--- config.mk ---
export PLATFORM = sky130hd
export DESIGN_NAME = baby_word_serialiser_flat
export DESIGN_NICKNAME = d
export VERILOG_FILES = /design/src/rtl/baby_word_serialiser_if.sv /design/src/rtl/baby_word_serialiser.sv /design/src/flat_wrapper.sv
export SDC_FILE = /design/constraint.sdc
export NUM_CORES = 1
export LEC_CHECK = 0
export ABC_AREA = 1
export BUFFER_PORTS_ARGS = -buffer_cell sky130_fd_sc_hd__clkbuf_2
export CORE_MARGIN = 1.5
export CORE_UTILIZATION = 55
export CTS_CLUSTER_DIAMETER = 40
export DETAILED_ROUTE_END_ITERATION = 8
export PLACE_DENSITY_LB_ADDON = 0.25
export SLEW_MARGIN = 10
export SYNTH_ARGS = -nofsm -noshare
export SYNTH_HDL_FRONTEND = slang
export SYNTH_SLANG_ARGS = --single-unit
--- constraint.sdc ---
create_clock -name clk -period 2.17 [get_ports clk]
set_input_delay 0.434 -clock clk [delete_from_list [all_inputs] [get_ports clk]]
set_output_delay 0.434 -clock clk [all_outputs]
set_load 0.005 [all_outputs]
--- src/rtl/baby_word_serialiser_if.sv ---
// Handshake/bus bundle for baby_word_serialiser.
//   master : drives load/word_in, observes the serial line and status
//   slave  : the serialiser itself
// Signals:
//   load        request to transmit word_in
//   word_in     parallel word, captured when load is accepted
//   busy        word in flight
//   serial_out  current bit, LSB first, 0 when not busy
//   bit_strobe  first clock of every bit period
//   word_sync   whole of bit 0's period
//   done        one-clock pulse after the final bit period
interface baby_word_serialiser_if #(
    parameter int WORD_WIDTH = 32
);
    logic                  load;
    logic [WORD_WIDTH-1:0] word_in;
    logic                  busy;
    logic                  serial_out;
    logic                  bit_strobe;
    logic                  word_sync;
    logic                  done;

    modport master (
        output load, word_in,
        input  busy, serial_out, bit_strobe, word_sync, done
    );

    modport slave (
        input  load, word_in,
        output busy, serial_out, bit_strobe, word_sync, done
    );
endinterface

--- src/rtl/baby_word_serialiser.sv ---
// Parallel-to-serial word transmitter for the Baby store/accumulator lines.
// A word accepted on load is shifted out LSB first, each bit held for
// BIT_PERIOD clocks; word_sync marks bit 0 and done pulses for one clock
// after the last bit. A load arriving on the done clock starts the next
// word immediately, so a held load streams words with a one-clock gap.
// Ports:
//   clk    rising-edge clock
//   reset  asynchronous, active-high; aborts any word in flight
//   bus    baby_word_serialiser_if.slave (load, word_in, busy, serial_out,
//          bit_strobe, word_sync, done)
// All outputs are decoded directly from flops, so they follow reset
// without waiting for a clock edge.
module baby_word_serialiser #(
    parameter int WORD_WIDTH        = 32,
    parameter int BIT_PERIOD        = 4,
    parameter int PROPAGATION_DELAY = 0
) (
    input  logic                  clk,
    input  logic                  reset,
    baby_word_serialiser_if.slave bus
);
    localparam int BCNT_W = $clog2(WORD_WIDTH);
    localparam int PCNT_W = (BIT_PERIOD > 1) ? $clog2(BIT_PERIOD) : 1;
    localparam logic [BCNT_W-1:0] LAST_BIT    = BCNT_W'(WORD_WIDTH - 1);
    localparam logic [PCNT_W-1:0] LAST_PERIOD = PCNT_W'(BIT_PERIOD - 1);

    // Output delay is a gate-level timing figure only; the synthesised
    // block has no delay element to configure.
    if (PROPAGATION_DELAY > 0) begin : g_gate_level_delay_only
    end

    typedef enum logic [1:0] {IDLE, SHIFT, DONE} state_t;

    state_t                state_q, state_d;
    logic [WORD_WIDTH-1:0] shreg_q, shreg_d;
    logic [BCNT_W-1:0]     bcnt_q,  bcnt_d;
    logic [PCNT_W-1:0]     pcnt_q,  pcnt_d;

    logic last_period;
    logic last_bit;

    assign last_period = (pcnt_q == LAST_PERIOD);
    assign last_bit    = (bcnt_q == LAST_BIT);

    always_ff @(posedge clk or posedge reset) begin
        if (reset) begin
            state_q <= IDLE;
            shreg_q <= '0;
            bcnt_q  <= '0;
            pcnt_q  <= '0;
        end else begin
            state_q <= state_d;
            shreg_q <= shreg_d;
            bcnt_q  <= bcnt_d;
            pcnt_q  <= pcnt_d;
        end
    end

    always_comb begin
        state_d = state_q;
        shreg_d = shreg_q;
        bcnt_d  = bcnt_q;
        pcnt_d  = pcnt_q;
        case (state_q)
            IDLE, DONE: begin
                // DONE accepts a load too, giving back-to-back words.
                if (bus.load) begin
                    state_d = SHIFT;
                    shreg_d = bus.word_in;
                    bcnt_d  = '0;
                    pcnt_d  = '0;
                end else begin
                    state_d = IDLE;
                end
            end
            SHIFT: begin
                // load is deliberately not looked at here.
                if (last_period) begin
                    pcnt_d = '0;
                    if (last_bit) begin
                        // Bit counter only ever wraps through DONE.
                        state_d = DONE;
                        bcnt_d  = '0;
                    end else begin
                        shreg_d = shreg_q >> 1;
                        bcnt_d  = bcnt_q + BCNT_W'(1);
                    end
                end else begin
                    pcnt_d = pcnt_q + PCNT_W'(1);
                end
            end
            default: begin
                state_d = IDLE;
            end
        endcase
    end

    assign bus.busy       = (state_q == SHIFT);
    assign bus.serial_out = (state_q == SHIFT) && shreg_q[0];
    assign bus.bit_strobe = (state_q == SHIFT) && (pcnt_q == '0);
    assign bus.word_sync  = (state_q == SHIFT) && (bcnt_q == '0);
    assign bus.done       = (state_q == DONE);
endmodule

--- src/flat_wrapper.sv ---
// flat-port wrapper written by rule: the top's interface ports become plain ports
module baby_word_serialiser_flat 
#(
    parameter int WORD_WIDTH        = 32,
    parameter int BIT_PERIOD        = 4,
    parameter int PROPAGATION_DELAY = 0
)
  (clk, reset, bus_load, bus_word_in, bus_busy, bus_serial_out, bus_bit_strobe, bus_word_sync, bus_done);
  baby_word_serialiser_if #(.WORD_WIDTH(WORD_WIDTH)) bus_i ();
  input  logic clk;
  input  logic reset;
  input wire logic [$bits(bus_i.load)-1:0] bus_load;
  input wire logic [$bits(bus_i.word_in)-1:0] bus_word_in;
  output wire logic [$bits(bus_i.busy)-1:0] bus_busy;
  output wire logic [$bits(bus_i.serial_out)-1:0] bus_serial_out;
  output wire logic [$bits(bus_i.bit_strobe)-1:0] bus_bit_strobe;
  output wire logic [$bits(bus_i.word_sync)-1:0] bus_word_sync;
  output wire logic [$bits(bus_i.done)-1:0] bus_done;
  assign bus_i.load = bus_load;
  assign bus_i.word_in = bus_word_in;
  assign bus_busy = bus_i.busy;
  assign bus_serial_out = bus_i.serial_out;
  assign bus_bit_strobe = bus_i.bit_strobe;
  assign bus_word_sync = bus_i.word_sync;
  assign bus_done = bus_i.done;
  baby_word_serialiser #(.WORD_WIDTH(WORD_WIDTH), .BIT_PERIOD(BIT_PERIOD), .PROPAGATION_DELAY(PROPAGATION_DELAY)) u_core (.clk(clk), .reset(reset), .bus(bus_i));
endmodule
==> flow_metrics.env <==
export IMPL_status="complete, no violations"
export IMPL_ir_worst_vdd_mv=0.7366
export IMPL_syn2layout_area_growth_pct=14.71
export IMPL_drv_cap=0
export IMPL_tightest_slew_ns=0.5239
export IMPL_reg2reg_depth=8
export IMPL_syn_area_um2=2212
export IMPL_diodes=0
export IMPL_syn_num_nets=351
export IMPL_cts_tree="done"
export IMPL_ios=40
export IMPL_crit_type="flop to primary output"
export IMPL_h_tree_depth=2
export IMPL_cts_root_buf="clkbuf_8"
export IMPL_start_kind="flop"
export IMPL_dieArea_um2=4412
export IMPL_die_w_um=66.42
export IMPL_r2r_end="u_core.shreg_q[2]$_DFFE_PP0P_"
export IMPL_utilization_pct=67.29
export IMPL_clk_path_buf_depth=2
export IMPL_synth_cells=311
export IMPL_drtIter0Drc=133
export IMPL_cts_sinks=41
export IMPL_crit_path_top_delay_cell="dfrtp_1"
export IMPL_crit_end="bus_word_sync"
export IMPL_crit_required_ns=1.74
export IMPL_dr_wl_met2_um=2150
export IMPL_nets=386
export IMPL_postRouteAntennaNets=0
export IMPL_cp_slowest_stage_delay_ns=0.38
export IMPL_avgSynthCellArea_um2=7.113
export IMPL_wl_per_cell_um=11.79
export IMPL_rows=22
export IMPL_fill_cells=347
export IMPL_first_global_vias=1770
export IMPL_regToRegSetupSlack_ns=0.38
export IMPL_drc=0
export IMPL_grt_setup_unrepaired="false"
export IMPL_fmax_mhz=530.1
export IMPL_overflow=0
export IMPL_die_h_um=66.42
export IMPL_port_buffers=39
export IMPL_m1WireLength_um=2214
export IMPL_dr_wl_met3_um=212
export IMPL_endpoint_kind="primary output"
export IMPL_grt_pass1_wl_um=7852
export IMPL_seq_area_frac_synth_pct=46.38
export IMPL_power_leakage_nw=1.503
export IMPL_period_needed_ns=1.887
export IMPL_dr_max_layer_used="met4"
export IMPL_synth_warnings=0
export IMPL_cts_made_buffers=5
export IMPL_clk_latency_ns=0.30
export IMPL_hold_violations=0
export IMPL_cts_resized_gates=0
export IMPL_cts_setup_buffers=0
export IMPL_fin_crit_sh_pct=86.94
export IMPL_drtPass1Iterations=4
export IMPL_relSlewSlack_pct=65.08
export IMPL_antenna_found_initial=0
export IMPL_start_util_pct=58.66
export IMPL_path_cells="inv_1 -> nand2_2 -> nor3_1 -> clkbuf_2"
export IMPL_vias=2039
export IMPL_fin_tns_setup_ns=0
export IMPL_gp_congestion=0.8245
export IMPL_coreArea_um2=3771
export IMPL_routed_wl_um=4657
export IMPL_arrival_ns=1.45
export IMPL_drive_above_1_share_pct=17.00
export IMPL_rr_startpoint="u_core.bcnt_q[0]$_DFFE_PP0P_"
export IMPL_ctsHoldBuffers=0
export IMPL_critPathMaxFanout=15
export IMPL_clk_pin_slew_ns=0.08
export IMPL_fin_skew_ns=0.007447
export IMPL_vias_per_cell=5.162
export IMPL_power_density_nw_per_um2=1209
export IMPL_grt_max_degree=42
export IMPL_critPathLaunch="u_core.state_q[1]$_DFFE_PP0P_"
export IMPL_hold_class="primary input to async pin"
export IMPL_dpl_hpwl_um=3008
export IMPL_ys_types=18
export IMPL_setup_viol_count_final=0
export IMPL_timing_final_max_slew_violations=0
export IMPL_grt_util_all_layers_pct=23.77
export IMPL_synth_seq_cells=41
-- synthesized netlist by cell type (all sizes together) --
master | n | share of area, %
ha | 5 | 2.8
nand3 | 38 | 8.6
nand2 | 176 | 30
nor2 | 7 | 1.2
buf | 16 | 4.6
nor3 | 2 | 0.45
o21ai | 7 | 1.8
dfrtp | 41 | 46
inv | 15 | 2.7
or2 | 2 | 0.57
nand4 | 2 | 0.57
-- worst max-delay path, delay by kind of cell, from the launching register on --
family / cells / cell delay [ns]
AND/OR/NAND/NOR: 2 / 0.50
flip-flops: 1 / 0.38
buffers and inverters: 2 / 0.27
-- metal layers --
metal / global-route usage, % / vias up
met4: 9.949 / 0
met1: 32.74 / 954
met3: 4.089 / 8
met2: 37.00 / 49
met5: 0 / -
li1: - / 1028
-- stage by stage --
stage / cell area (um^2) / setup slack, ns / hold slack (ns) / std cells / power [W]
global placement: 2404 / 0.4672 / 0.4562 / 387 / 0.002293
CTS: 2537 / 0.2712 / 0.2536 / 395 / 0.003085
floorplan: 2212 / 0.6140 / 0.4422 / 311 / 0.002117
finish: 2537 / 0.2834 / 0.2314 / 395 / 0.003067
global route: 2537 / 0.2022 / 0.2808 / 395 / 0.003334
detailed placement: 2404 / 0.4165 / 0.4650 / 387 / 0.002345
-- cell type report --
type / count / area, um^2 / share of cell area, %
sequential: 41 / 1026 / 40.43
multi-input combinational: 239 / 1026 / 40.43
timing repair buffer: 44 / 232.7 / 9.172
clock buffer: 5 / 68.82 / 2.712
clock inverter: 3 / 65.06 / 2.564
tap: 48 / 60.06 / 2.367
inverter: 15 / 58.81 / 2.318
-- where the power goes --
group | switching, W | internal, W | total (W)
clock | 0.000273 | 0.000457 | 0.000730
combinational | 0.000680 | 0.000407 | 0.00109
sequential | 0.000176 | 0.00107 | 0.00125
total | 0.00113 | 0.00194 | 0.00307
-- cell families (layout without fill, tap and decap cells) --
logic type / count (synthesis) / after routing / share of synthesized area [%]
AND/OR/NAND/NOR: 227 / 227 / 41.80
flip-flops: 41 / 41 / 46.38
buffers and inverters: 31 / 67 / 7.240
AO/OA/AOI/OAI: 7 / 7 / 1.754
adder cells (fa/ha/maj): 5 / 5 / 2.828
-- flip-flops by register name, indices dropped and copies added, names as in the netlist --
signal / cells
u_core.shreg_q: 32
u_core.bcnt_q: 5
u_core.pcnt_q: 2
u_core.state_q: 2
-- how the worst min path moves through the flow --
stage	start	end	slack, ns	cells past startpoint
floorplan	u_core.shreg_q[31]$_DFFE_PP0P_	u_core.shreg_q[31]$_DFFE_PP0P_	0.44	2
CTS	reset	u_core.shreg_q[3]$_DFFE_PP0P_	0.25	3
finish	reset	u_core.shreg_q[11]$_DFFE_PP0P_	0.23	3
global placement	u_core.shreg_q[31]$_DFFE_PP0P_	u_core.shreg_q[31]$_DFFE_PP0P_	0.46	2
detailed placement	u_core.shreg_q[18]$_DFFE_PP0P_	u_core.shreg_q[18]$_DFFE_PP0P_	0.47	2
global route	reset	u_core.shreg_q[21]$_DFFE_PP0P_	0.28	3
-- cell usage in the layout, fill, tap and decap left out --
cell,Yosys,layout
buf_4,1,5
nand2_2,2,2
clkbuf_2,0,39
o21ai_1,2,2
inv_1,14,14
dfrtp_1,41,41
nand2_1,173,173
or2_2,2,2
nand3_1,38,38
nor2_1,7,7
nand2_4,1,1
ha_1,5,5
o21ai_2,1,1
nor3_1,2,2
clkbuf_8,0,5
inv_4,1,1
bufinv_16,0,2
clkinv_2,0,1
nand4_1,2,2
o21ai_0,4,4
No activity file was read; power rests on OpenSTA's default activity.
